--- src/rtl/exc_ctrl.sv ---
// Exception entry/return controller.
// Accepts exception requests, saves the return address to the banked r14,
// vectors the PC and handles exception return by restoring the CPSR from the
// banked SPSR of the current mode.
// Optional build macro: HIGH_VECTORS_EN selects the high vector base 0xFFFF_0000.
//
// state | meaning
// IDLE  | waiting for an exception request or an exception return
// SAVE  | r14 of the new mode is being written with the adjusted return address
// VECT  | PC is being written with the vector address, exc_ack pulses
// RET   | PC is being written with the return target, CPSR restored on exit
module exc_ctrl (
    input  logic        clk,
    input  logic        rst,
    input  logic        exc_valid,
    input  logic [2:0]  exc_type,
    input  logic [31:0] ret_addr,
    input  logic        ret_valid,
    input  logic [31:0] ret_pc,
    output logic [4:0]  M,
    output logic        write_reg,
    output logic [3:0]  w_addr,
    output logic [31:0] w_data,
    output logic        write_pc,
    output logic [31:0] pc_data,
    output logic [31:0] cpsr,
    output logic        exc_ack,
    output logic        busy,
    output logic        err
);

`ifdef HIGH_VECTORS_EN
    localparam logic [31:0] VEC_BASE = 32'hFFFF_0000;
`else
    localparam logic [31:0] VEC_BASE = 32'h0000_0000;
`endif

    localparam logic [4:0] MODE_FIQ = 5'b10001;
    localparam logic [4:0] MODE_IRQ = 5'b10010;
    localparam logic [4:0] MODE_SVC = 5'b10011;
    localparam logic [4:0] MODE_ABT = 5'b10111;
    localparam logic [4:0] MODE_UND = 5'b11011;

    typedef enum logic [1:0] {S_IDLE, S_SAVE, S_VECT, S_RET} state_t;

    // Mode entered for each legal exception type.
    function automatic logic [4:0] target_mode(input logic [2:0] t);
        case (t)
            3'd1:    target_mode = MODE_UND;
            3'd2:    target_mode = MODE_SVC;
            3'd3:    target_mode = MODE_ABT;
            3'd4:    target_mode = MODE_ABT;
            3'd6:    target_mode = MODE_IRQ;
            3'd7:    target_mode = MODE_FIQ;
            default: target_mode = MODE_SVC;
        endcase
    endfunction

    // Offset added to the faulting PC before it lands in r14.
    function automatic logic [31:0] ret_offset(input logic [2:0] t);
        case (t)
            3'd3, 3'd6, 3'd7: ret_offset = 32'd4;
            3'd4:             ret_offset = 32'd8;
            default:          ret_offset = 32'd0;
        endcase
    endfunction

    // Banked SPSR slot for a mode; 5 means the mode has no SPSR.
    function automatic logic [2:0] spsr_idx(input logic [4:0] m);
        case (m)
            MODE_FIQ: spsr_idx = 3'd0;
            MODE_IRQ: spsr_idx = 3'd1;
            MODE_SVC: spsr_idx = 3'd2;
            MODE_ABT: spsr_idx = 3'd3;
            MODE_UND: spsr_idx = 3'd4;
            default:  spsr_idx = 3'd5;
        endcase
    endfunction

    state_t      state_q, state_d;
    logic [4:0]  m_q, m_d;
    logic        i_q, i_d;
    logic        f_q, f_d;
    logic [6:0]  spsr_q [5];
    logic [6:0]  spsr_d [5];
    logic [2:0]  type_q, type_d;
    logic        write_reg_q, write_reg_d;
    logic [3:0]  w_addr_q, w_addr_d;
    logic [31:0] w_data_q, w_data_d;
    logic        write_pc_q, write_pc_d;
    logic [31:0] pc_data_q, pc_data_d;
    logic        exc_ack_q, exc_ack_d;
    logic        err_q, err_d;

    logic        exc_legal;
    logic        exc_masked;
    logic [2:0]  tgt_idx;
    logic [2:0]  cur_idx;
    logic [4:0]  tgt_mode;

    // Next-state and registered-output computation for the sequencer.
    always_comb begin
        state_d     = state_q;
        m_d         = m_q;
        i_d         = i_q;
        f_d         = f_q;
        spsr_d      = spsr_q;
        type_d      = type_q;
        write_reg_d = 1'b0;
        w_addr_d    = 4'd0;
        w_data_d    = 32'd0;
        write_pc_d  = 1'b0;
        pc_data_d   = 32'd0;
        exc_ack_d   = 1'b0;
        err_d       = 1'b0;

        exc_legal  = (exc_type != 3'd0) && (exc_type != 3'd5);
        exc_masked = ((exc_type == 3'd6) && i_q) || ((exc_type == 3'd7) && f_q);
        tgt_mode   = target_mode(exc_type);
        tgt_idx    = spsr_idx(tgt_mode);
        cur_idx    = spsr_idx(m_q);

        case (state_q)
            S_IDLE: begin
                if (exc_valid && !exc_legal) begin
                    err_d = 1'b1;
                end else if (exc_valid && !exc_masked) begin
                    // Mode switches here so the r14 write hits the new bank.
                    if (tgt_idx < 3'd5) spsr_d[tgt_idx] = {i_q, f_q, m_q};
                    m_d         = tgt_mode;
                    i_d         = 1'b1;
                    if (exc_type == 3'd7) f_d = 1'b1;
                    type_d      = exc_type;
                    write_reg_d = 1'b1;
                    w_addr_d    = 4'd14;
                    w_data_d    = ret_addr + ret_offset(exc_type);
                    state_d     = S_SAVE;
                end else if (ret_valid) begin
                    // A masked pending request does not block a return.
                    if (cur_idx < 3'd5) begin
                        write_pc_d = 1'b1;
                        pc_data_d  = ret_pc;
                        state_d    = S_RET;
                    end else begin
                        err_d = 1'b1;
                    end
                end
            end
            S_SAVE: begin
                write_pc_d = 1'b1;
                pc_data_d  = VEC_BASE + {27'd0, type_q, 2'b00};
                exc_ack_d  = 1'b1;
                state_d    = S_VECT;
            end
            S_VECT: begin
                state_d = S_IDLE;
            end
            S_RET: begin
                if (cur_idx < 3'd5) {i_d, f_d, m_d} = spsr_q[cur_idx];
                state_d = S_IDLE;
            end
            default: state_d = S_IDLE;
        endcase
    end

    // State and output registers; reset abandons any sequence in flight.
    always_ff @(posedge clk or negedge rst) begin
        if (!rst) begin
            state_q     <= S_IDLE;
            m_q         <= MODE_SVC;
            i_q         <= 1'b1;
            f_q         <= 1'b1;
            for (int k = 0; k < 5; k++) spsr_q[k] <= 7'd0;
            type_q      <= 3'd0;
            write_reg_q <= 1'b0;
            w_addr_q    <= 4'd0;
            w_data_q    <= 32'd0;
            write_pc_q  <= 1'b0;
            pc_data_q   <= 32'd0;
            exc_ack_q   <= 1'b0;
            err_q       <= 1'b0;
        end else begin
            state_q     <= state_d;
            m_q         <= m_d;
            i_q         <= i_d;
            f_q         <= f_d;
            spsr_q      <= spsr_d;
            type_q      <= type_d;
            write_reg_q <= write_reg_d;
            w_addr_q    <= w_addr_d;
            w_data_q    <= w_data_d;
            write_pc_q  <= write_pc_d;
            pc_data_q   <= pc_data_d;
            exc_ack_q   <= exc_ack_d;
            err_q       <= err_d;
        end
    end

    assign M         = m_q;
    assign cpsr      = {24'd0, i_q, f_q, 1'b0, m_q};
    assign busy      = (state_q != S_IDLE);
    assign write_reg = write_reg_q;
    assign w_addr    = w_addr_q;
    assign w_data    = w_data_q;
    assign write_pc  = write_pc_q;
    assign pc_data   = pc_data_q;
    assign exc_ack   = exc_ack_q;
    assign err       = err_q;

endmodule
--- config.mk ---
export PLATFORM = sky130hd
export DESIGN_NAME = exc_ctrl
export DESIGN_NICKNAME = d
export VERILOG_FILES = /design/src/rtl/exc_ctrl.sv
export SDC_FILE = /design/constraint.sdc
export NUM_CORES = 1
export LEC_CHECK = 0
export ABC_AREA = 1
export CORE_MARGIN = 2
export CORE_UTILIZATION = 30
export CTS_CLUSTER_SIZE = 40
export DETAILED_ROUTE_END_ITERATION = 16
export PLACE_DENSITY = 0.57
export SYNTH_ARGS = -nofsm -noshare
export SYNTH_HDL_FRONTEND = slang
export SYNTH_SLANG_ARGS = --single-unit
--- constraint.sdc ---
create_clock -name clk -period 3 [get_ports clk]
set_clock_uncertainty 0.05 [all_clocks]
set_input_delay 0.6 -clock clk [delete_from_list [all_inputs] [get_ports clk]]
set_output_delay 0.6 -clock clk [all_outputs]
set_load 0.005 [all_outputs]
==> impl_metrics.ini <==
[grt]
grt_use_total_pct = 16.0
grt_pass1_vias = 4793
grt_start_max_net_pins = 59
gr-total-overflow = 0
grt_antenna_before_repair = 0
grt_pass1_wl_mm = 24.8

[place]
hpwl_mm = 11.1
post_dp_cell_area_um2 = 7300
port_buffers = 154
dp_slack_ns = 0.131
gp_congestion = 0.836

[synthesis]
yosys.area.top_type = dfrtp_1
synth_xor_area_share_pct = 0.155
synth_area_um2 = 5640
yosysWarnings = 0
synth_top_family_by_area = simple AND/OR/NAND/NOR gates
synth_fa_ha_area_share_pct = 0.799
netlist.area_leader.share_pct = 48.8
synthSimpleGateAreaFrac_pct = 25.1
synthMuxAreaShare_pct = 0
syn_area_per_cell_um2 = 8.00
syn_inst = 705
synth_area_leaders = dfrtp_1, nand2_1, inv_1
synth.distinct_cells = 35
seq_area_frac_synth_pct = 51.1
ys_seq_elements = 115
synth_compound_area_share_pct = 9.03

[clock_network]
cts_buffer_depth = 2
clkTransAtPathRegs_ns = 0.05
hold_buffers = 0
postCtsSetupRepairBufs = 0
cts_made_buffers = 17
cts_tree = yes
cts.sinks = 115
cts_root_buf = clkbuf_16
worstSkewPairLatency_ns = 0.42
cts_resized = 0
htree_num_levels = 4

[route]
drc = 0
vias_per_cell = 4.41
via_count = 4891
ant_nets = 0
wl_met3_um = 912
drtIter0Drc = 256
routed.top_layer = met4
first_pass_iters = 5
wl_per_cell_um = 13.7
wirelength_mm = 15.2
wl_met1_mm = 7.15
met2_length_mm = 6.93

[timing]
postLayoutSetupSlackWorst_ns = 0.354
fin_crit_sh_pct = 88.2
setup-tns-final_ns = 0
worst_pin_slew_ns = 0.573
rsz0062_at_grt = no
hold_viol = 0
period_minus_slack_ns = 2.65
setup_viol = 0
max_freq_mhz = 378
slew_headroom_pct = 61.6
drv_slew = 0

[pwr]
power_density_nw_per_um2 = 866
ir_drop_mv = 0.342
power.leakage_nw = 3.98

[cells_and_area]
final_nets = 937
drive_gt1_share_pct = 8.11
fin_area_um2 = 7960
antenna_cells = 0
n_fill_cell = 1889
syn_to_final_growth_pct = 41.2

[critical_path]
crit_path_end = busy
r2r_cells = 7
required_ns = 2.35
ff2ff_setup_slack_ns = 0.80
r2r_start = M[2]
r2r_end = M[0]
critPathKind = flip-flop to output port
worstPathArrival_ns = 2.00
cp-end-kind = output port
crit_fanout = 8
crit_start = state_q[1]
worst_setup_path_start_kind = flip-flop

[hold_path]
hold_path.class = input pin to asynchronous set/reset pin

[flow_run]
cap_viol_max_count = 0

[floorplan]
core_um2 = 18600
die_x_um = 141
initial_core_util_pct = 30.4
die_area_um2 = 19900
num_io_pins = 181
die_height_um = 141
fp-row-count = 50

[outcome]
status = finished clean
[metal layers]
layer | global-route usage [%] | vias up
met5 | 0 | -
met4 | 6.42 | 0
met3 | 3.67 | 18
met2 | 25.3 | 176
met1 | 21.3 | 2242
li1 | - | 2455
[logic make-up (layout without fill, tap and decap cells)]
kind of cell    Yosys count  in the layout
xor+xnor                  1              1
fa+ha+maj                 3              3
flops                   115            115
simple gates            332            332
other cells               1             26
compound gates           95             95
buf+inv                 158            304
[cell type report]
cell class	count	area [um2]	share of cell area, %
Clock inverter	11	205	2.58
Tap cell	234	293	3.68
Multi-Input combinational cell	457	2080	26.1
Clock buffer	21	460	5.78
Inverter	105	397	4.98
Timing Repair Buffer	167	1650	20.7
Sequential cell	115	2880	36.2
[Yosys cell counts (all sizes together)]
| cell | n |
|---|---|
| nor3 | 23 |
| o21bai | 1 |
| nand2 | 166 |
| a211oi | 2 |
| dfstp | 5 |
| o2111ai | 1 |
| conb | 1 |
| clkinv | 1 |
| dfrtp | 110 |
| o211ai | 1 |
| a31oi | 1 |
| xnor2 | 1 |
| buf | 53 |
| o21a | 4 |
| o21ai | 57 |
| nand4 | 5 |
| nand3 | 37 |
| nor2 | 101 |
| ha | 2 |
| a21oi | 28 |
| fa | 1 |
| inv | 104 |
[through the flow]
| stage | std cells | power, mW | utilization [%] | hold WS [ns] |
|---|---|---|---|---|
| 6_report | 1110 | 6.90 | 42.9 | 0.0862 |
| 5_1_grt | 1110 | 7.40 | 42.9 | 0.122 |
| 4_1_cts | 1110 | 6.97 | 42.9 | 0.102 |
| 3_5_place_dp | 1078 | 4.64 | 39.3 | 0.423 |
| 3_3_place_gp | 1078 | 4.62 | 39.3 | 0.413 |
| 2_1_floorplan | 730 | 3.67 | - | 0.254 |
[state kept, by name (all words and copies together), names as in the netlist]
signal / cells
w_addr: 1
pc_data: 32
f_q: 1
write_pc: 1
type_q: 3
exc_ack: 1
spsr_q: 35
i_q: 1
state_q: 2
err: 1
w_data: 32
M: 5
[how the worst min path moves through the flow]
| stage | start | end | slack, ns | depth (start not counted) |
|---|---|---|---|---|
| floorplan | rst | M[2] | 0.25 | 0 |
| global placement | spsr_q[7] | spsr_q[7] | 0.41 | 2 |
| detailed placement | spsr_q[0] | spsr_q[0] | 0.42 | 2 |
| finish | rst | spsr_q[17] | 0.09 | 1 |
| global route | rst | spsr_q[3] | 0.12 | 1 |
| CTS | rst | spsr_q[31] | 0.10 | 1 |
[critical path: stages (launching register included)]
cell and delay (ns):
dfrtp_1 0.39, nor2_1 0.32, clkinv_1 0.32, clkdlybuf4s50_1 0.55
[power by group]
part,switching [mW],internal (mW),leakage [nW],total [mW]
sequential,0.291,2.04,1.50,2.33
clock,0.705,1.59,0.331,2.30
combinational,1.26,1.01,2.15,2.27
total,2.25,4.65,3.98,6.90
[cell usage in the layout, fill, tap and decap left out, types with 6 or more instances in the layout]
master / Yosys / routed
nand2_2: 7 / 7
inv_1: 99 / 99
o21ai_1: 19 / 19
dfrtp_1: 110 / 110
nand2_1: 158 / 158
nor3_1: 23 / 23
conb_1: 1 / 26
clkdlybuf4s50_1: 0 / 153
bufinv_16: 0 / 6
a21oi_1: 28 / 28
o21ai_0: 37 / 37
nand3_1: 34 / 34
buf_4: 37 / 13
clkbuf_16: 0 / 17
nor2_1: 97 / 97
(Power assumes the default switching activity.)
